--- src/rtl/taitosj_pkg.sv ---
// Shared definitions for the Taito SJ ROM loader: ROM region map, region codes
// and loader FSM states.
package taitosj_pkg;

  localparam logic [24:0] MAIN_BASE = 25'h00000;
  localparam logic [24:0] SND_BASE  = 25'h0A000;
  localparam logic [24:0] GFX_BASE  = 25'h0C000;
  localparam logic [24:0] MCU_BASE  = 25'h14000;
  localparam logic [24:0] PROM_BASE = 25'h14800;
  localparam logic [24:0] MAP_END   = 25'h14900;

  typedef enum logic [2:0] {
    RGN_NONE,
    RGN_MAIN,
    RGN_SND,
    RGN_GFX,
    RGN_MCU,
    RGN_PROM
  } region_e;

  typedef enum logic [1:0] {
    ST_IDLE,
    ST_LOAD,
    ST_CHECK,
    ST_RUN
  } state_e;

endpackage

--- src/rtl/taitosj_region_decode.sv ---
// Combinational decode of an absolute download address into a ROM region code
// and the byte offset within that region.
module taitosj_region_decode
  import taitosj_pkg::*;
(
  input  logic [24:0] addr,
  output logic [2:0]  region,
  output logic [14:0] offset
);

  logic [14:0] base_lo;

  // The offset is only 15 bits wide, so the upper 8 KB of main ROM aliases onto its lower part.
  always_comb begin
    region  = RGN_NONE;
    base_lo = 15'd0;
    if (addr < SND_BASE) begin
      region  = RGN_MAIN;
      base_lo = MAIN_BASE[14:0];
    end else if (addr < GFX_BASE) begin
      region  = RGN_SND;
      base_lo = SND_BASE[14:0];
    end else if (addr < MCU_BASE) begin
      region  = RGN_GFX;
      base_lo = GFX_BASE[14:0];
    end else if (addr < PROM_BASE) begin
      region  = RGN_MCU;
      base_lo = MCU_BASE[14:0];
    end else if (addr < MAP_END) begin
      region  = RGN_PROM;
      base_lo = PROM_BASE[14:0];
    end
    offset = addr[14:0] - base_lo;
  end

endmodule

--- src/rtl/taitosj_rom_loader.sv ---
// Routes HPS ioctl download bytes into the Taito SJ ROM regions, captures DIP and
// mod bytes, and holds the game core in reset until a complete image has loaded.
module taitosj_rom_loader
  import taitosj_pkg::*;
#(
  parameter logic [16:0] EXPECTED_BYTES = 17'h14900,
  parameter logic [7:0]  DIP_INDEX      = 8'd254,
  parameter logic [7:0]  MOD_INDEX      = 8'd1
) (
  input  logic        clkm_32MHZ,
  input  logic        RESET_n,
  input  logic        ioctl_download,
  input  logic [7:0]  ioctl_index,
  input  logic        ioctl_wr,
  input  logic [24:0] ioctl_addr,
  input  logic [7:0]  ioctl_dout,
  output logic        main_we,
  output logic        snd_we,
  output logic        gfx_we,
  output logic        mcu_we,
  output logic        prom_we,
  output logic [14:0] rom_addr,
  output logic [7:0]  rom_data,
  output logic [7:0]  dip0,
  output logic [7:0]  dip1,
  output logic [7:0]  dip2,
  output logic [7:0]  dip3,
  output logic [7:0]  dip4,
  output logic [7:0]  dip5,
  output logic [7:0]  dip6,
  output logic [7:0]  dip7,
  output logic [7:0]  pcb,
  output logic        core_hold,
  output logic        load_error,
  output logic [16:0] bytes_loaded
);

  state_e      state_q, state_d;
  logic        dl_q;
  logic [4:0]  we_q, we_d;
  logic [14:0] rom_addr_q, rom_addr_d;
  logic [7:0]  rom_data_q, rom_data_d;
  logic [16:0] bytes_q, bytes_d;
  logic        err_pend_q, err_pend_d;
  logic        load_error_q, load_error_d;
  logic [7:0]  dip_q [8];
  logic [7:0]  dip_d [8];
  logic [7:0]  pcb_q, pcb_d;

  logic [2:0]  region;
  logic [14:0] offset;
  logic        dl_rise, dl_fall, accept;

  taitosj_region_decode u_decode (
    .addr   (ioctl_addr),
    .region (region),
    .offset (offset)
  );

  assign dl_rise = ioctl_download & ~dl_q;
  assign dl_fall = ~ioctl_download & dl_q;
  // dl_q keeps the strobe that lands on the falling edge of ioctl_download valid.
  assign accept  = (state_q == ST_LOAD) && (ioctl_index == 8'd0) && ioctl_wr &&
                   (ioctl_download || dl_q);

  always_comb begin
    state_d      = state_q;
    we_d         = 5'b00000;
    rom_addr_d   = rom_addr_q;
    rom_data_d   = rom_data_q;
    bytes_d      = bytes_q;
    err_pend_d   = err_pend_q;
    load_error_d = load_error_q;
    dip_d        = dip_q;
    pcb_d        = pcb_q;

    case (state_q)
      ST_LOAD:  if (dl_fall) state_d = ST_CHECK;
      ST_CHECK: begin
        load_error_d = err_pend_q | (bytes_q < EXPECTED_BYTES);
        state_d      = ST_RUN;
      end
      default: ;
    endcase

    if (accept) begin
      bytes_d = (bytes_q == 17'h1FFFF) ? bytes_q : bytes_q + 17'd1;
      case (region)
        RGN_MAIN: we_d = 5'b00001;
        RGN_SND:  we_d = 5'b00010;
        RGN_GFX:  we_d = 5'b00100;
        RGN_MCU:  we_d = 5'b01000;
        RGN_PROM: we_d = 5'b10000;
        default:  err_pend_d = 1'b1;
      endcase
      if (region != RGN_NONE) begin
        rom_addr_d = offset;
        rom_data_d = ioctl_dout;
      end
    end

    // A new index-0 download restarts the image from any state, including a glitch mid-load.
    if (dl_rise && (ioctl_index == 8'd0)) begin
      state_d    = ST_LOAD;
      bytes_d    = 17'd0;
      err_pend_d = 1'b0;
    end

    if (ioctl_wr && (ioctl_index == DIP_INDEX) && (ioctl_addr[24:3] == 22'd0))
      dip_d[ioctl_addr[2:0]] = ioctl_dout;
    if (ioctl_wr && (ioctl_index == MOD_INDEX) && (ioctl_addr == 25'd0))
      pcb_d = ioctl_dout;
  end

  always_ff @(posedge clkm_32MHZ) begin
    dl_q <= ioctl_download;
    if (!RESET_n) begin
      state_q      <= ST_IDLE;
      we_q         <= 5'b00000;
      rom_addr_q   <= 15'd0;
      rom_data_q   <= 8'd0;
      bytes_q      <= 17'd0;
      err_pend_q   <= 1'b0;
      load_error_q <= 1'b0;
      pcb_q        <= 8'd0;
      for (int i = 0; i < 8; i++) dip_q[i] <= 8'hFF;
    end else begin
      state_q      <= state_d;
      we_q         <= we_d;
      rom_addr_q   <= rom_addr_d;
      rom_data_q   <= rom_data_d;
      bytes_q      <= bytes_d;
      err_pend_q   <= err_pend_d;
      load_error_q <= load_error_d;
      pcb_q        <= pcb_d;
      for (int i = 0; i < 8; i++) dip_q[i] <= dip_d[i];
    end
  end

  assign main_we      = we_q[0];
  assign snd_we       = we_q[1];
  assign gfx_we       = we_q[2];
  assign mcu_we       = we_q[3];
  assign prom_we      = we_q[4];
  assign rom_addr     = rom_addr_q;
  assign rom_data     = rom_data_q;
  assign bytes_loaded = bytes_q;
  assign load_error   = load_error_q;
  assign pcb          = pcb_q;
  assign core_hold    = (state_q != ST_RUN) || load_error_q;
  assign dip0 = dip_q[0];
  assign dip1 = dip_q[1];
  assign dip2 = dip_q[2];
  assign dip3 = dip_q[3];
  assign dip4 = dip_q[4];
  assign dip5 = dip_q[5];
  assign dip6 = dip_q[6];
  assign dip7 = dip_q[7];

endmodule
--- config.mk ---
export PLATFORM = sky130hd
export DESIGN_NAME = taitosj_rom_loader
export DESIGN_NICKNAME = d
export VERILOG_FILES = /design/src/rtl/taitosj_pkg.sv /design/src/rtl/taitosj_region_decode.sv /design/src/rtl/taitosj_rom_loader.sv
export SDC_FILE = /design/constraint.sdc
export NUM_CORES = 1
export LEC_CHECK = 0
export ABC_AREA = 1
export CAP_MARGIN = 20
export CORE_AREA = 2 2 87 173
export CTS_CLUSTER_SIZE = 24
export DETAILED_ROUTE_END_ITERATION = 6
export DIE_AREA = 0 0 89 175
export GPL_TIMING_DRIVEN = 0
export PLACE_DENSITY = 0.68
export SYNTH_ARGS = -nofsm -noshare
export SYNTH_HDL_FRONTEND = slang
export SYNTH_SLANG_ARGS = --single-unit
--- constraint.sdc ---
create_clock -name clkm_32MHZ -period 3 [get_ports clkm_32MHZ]
set_clock_uncertainty 0.1 [all_clocks]
set_input_delay 0.6 -clock clkm_32MHZ [delete_from_list [all_inputs] [get_ports clkm_32MHZ]]
set_output_delay 0.6 -clock clkm_32MHZ [all_outputs]
set_load 0.005 [all_outputs]
==> metrics <==
area fraction of the dominant cell type after synthesis 0.434; Reg2Reg Depth 13; Final Instance Count excl. Fillers about 1100; die height around 180 microns; final hold violation count 0; Remaining Overflow, GRT 0; most frequent cells after synthesis nand2_1, dfxtp_1, nor2_1, nand3_1, nand4_1; Clock Latency Late Sink 0.42 ns; crit path launch type primary input; clock slew at reported path FFs roughly 0.06 ns; Layout Nets 983; Power Total 4.05 mW; R2R Setup Slk 0.45 ns; H-tree depth 4; hold crit path type reg2reg; vias per inst between 5 and 6; First-pass DRT Iterations 5; Avg WL per Cell 16.2 microns; Clock Sinks 122; WHS Endpoint dip6[0]$_SDFFE_PN1P_; largest cells by area after synthesis dfxtp_1, nand2_1, nand3_1, nand4_1, nor2_1; # hold bufs at CTS 0; mapped cell area 0.00563 sq mm; actual slew at the worst max-slew pin 0.649 ns; n_diodes 0; antenna violations before repair 0; Cell Count Post-Placement between 1000 and 1500; die area 0.0156 sq mm; Most used DFF post-synth dfxtp_1; TritonCTS clock tree built; worst-path fanout max 8; status finished, final reports clean; RSZ-0062 raised after global routing no; area leader, netlist dfxtp_1; most common cell in the synthesized netlist nand2_1; top achievable clock speed between 300 and 400 MHz; Root Driver clkbuf_16; routed via count 5836; number of synthesized register bits 122; HP Start dip6[0]$_SDFFE_PN1P_; CP required 3.27 ns; gr usage total 0.240; floorplan core area 0.0143 sq mm; CTS buffer count 17; Peak VDD IR approximately 420 uV; leak pwr 3.27 nW; reg2reg end bytes_loaded[7]$_SDFFE_PP0P_; largest net degree at the start of global routing 17; Netlist cell types 35; max-slew violations 0; Final Critical Period 2.61 ns; Synth Area per Inst between 7 and 8 sq um; IO Port Bufs approximately 150; initial DRC count roughly 320; first-pass GRT wire length 28600 microns; Pwr per Cell Area 506 mW/mm^2; Total Wirelength roughly 18000 microns; ratio of cells with drive above 1 in the final layout 0.0870; Ports ~160; number of core rows 62; Die Wd 89 microns; DRC 0; Sum Neg Setup Slack 0 ns; Area Growth Syn to Fin 42.2%; number of gates resized after cts 0; final worst setup slack 0.387 ns; antenna viol nets, final 0; HPWL Detailed 14100 microns; Rel. slew slack 0.565; Max Cap Violations 0; CP endpoint kind flip-flop; Mapped Cells 758; initial core utilization 0.395; asr flop ratio synth 0; FF-to-FF Start bytes_loaded[0]$_SDFFE_PP0P_; Synth Net Count 811; hold path cells 2; postcts setup bufs 0; crit path kind in2reg; final setup fails 0; number of synthesized flops with an enable pin 0; Critical Path AT 2.88 ns; YS warnings 0; final worst path period share 0.871; pre-CTS setup slack -0.0396 ns; gpl congestion 0.904; sequential fraction of the synthesis area 0.434; vias in the first global route about 5500; Max clock buf depth 2
## how the worst max path moves through the flow
stage                                            start                      endpoint  slack, ns  cells past startpoint
after detailed placement                ioctl_addr[21]     rom_addr[14]$_SDFFE_PN0P_      -0.04                     16
after global placement                   ioctl_addr[9]     rom_addr[14]$_SDFFE_PN0P_      -0.01                     16
after floorplan                         ioctl_addr[21]     rom_addr[14]$_SDFFE_PN0P_       0.82                     15
final                                   ioctl_addr[21]     rom_addr[14]$_SDFFE_PN0P_       0.39                     17
after global routing      bytes_loaded[0]$_SDFFE_PP0P_  bytes_loaded[7]$_SDFFE_PP0P_       0.18                     13
after CTS                               ioctl_addr[21]     rom_addr[14]$_SDFFE_PN0P_       0.39                     17
## area by class of cell
cell class / count / area (sq um)
Inverter: 43 / 166
Fill cell: 1410 / 6270
Clock inverter: 14 / 164
Sequential cell: 122 / 2440
Multi-Input combinational cell: 552 / 2720
Buffer: 41 / 305
Tap cell: 192 / 240
Clock buffer: 18 / 439
Timing Repair Buffer: 153 / 1530
## stage by stage
stage          hold WS, ns   util  cell area [sq um]
2_1_floorplan        0.338      -               5630
3_3_place_gp         0.337  0.519               7400
3_5_place_dp         0.341  0.519               7400
4_1_cts              0.357  0.561               8010
5_1_grt              0.374  0.561               8010
6_report             0.354  0.561               8010
## metal layers
| metal | vias to the layer above | global-route usage | wire (microns) |
|---|---|---|---|
| li1 | 2901 | - | - |
| met1 | 2666 | 0.248 | 6670 |
| met2 | 221 | 0.438 | 9870 |
| met3 | 48 | 0.0439 | 1060 |
| met4 | 0 | 0.125 | 777 |
| met5 | - | 0 | 0 |
## sequential cells by signal, indices dropped and copies added (netlist names)
signal and flops:
bytes_loaded 17, dip0 8, dip1 8, dip2 8, dip3 8, dip4 8, dip5 8, dip6 8
dip7 8, dl_q 1, err_pend_q 1, load_error 1, pcb 8, rom_addr 15, rom_data 8, state_q 2
we_q 5
## critical path, cell delays in order
cell and delay [ns]:
clkdlybuf4s50_1 0.44, nor2_1 0.20, nand2_1 0.14, nor2_4 0.24, nand3_2 0.16, nor3_1 0.24
ha_1 0.22, nand2_1 0.06, nand2_1 0.08, nand2_1 0.06, nand2_1 0.05, nand2_1 0.07
inv_1 0.06, nand3_1 0.07, nand3_1 0.09, nand2_1 0.05, inv_1 0.04
## cells in the final DEF, fill, tap and decap left out, drive strengths merged, types with 7 or more instances in the layout
cell type,synthesis,final
nor2,129,129
clkdlybuf4s50,0,153
clkbuf,11,29
inv,41,46
nand2,162,162
nand3b,12,12
o21ai,28,28
nand3,95,95
a21oi,17,17
nor3,12,12
nand4,74,74
clkinv,2,7
ha,8,8
buf,30,30
dfxtp,122,122
## power by group
group          internal, mW  total [mW]  switching, mW
Sequential             1.64        1.65         0.0157
Combinational         0.117       0.301          0.184
Clock                  1.27        2.10          0.831
## logic make-up after synthesis
kind of cell,synth area share
flip-flops,0.434
AND/OR/NAND/NOR,0.410
buffers and inverters,0.0837
XOR/XNOR,0.00777
adder cells (fa/ha/maj),0.0178
AO/OA/AOI/OAI,0.0466
Power figures use the tool's default switching activity.
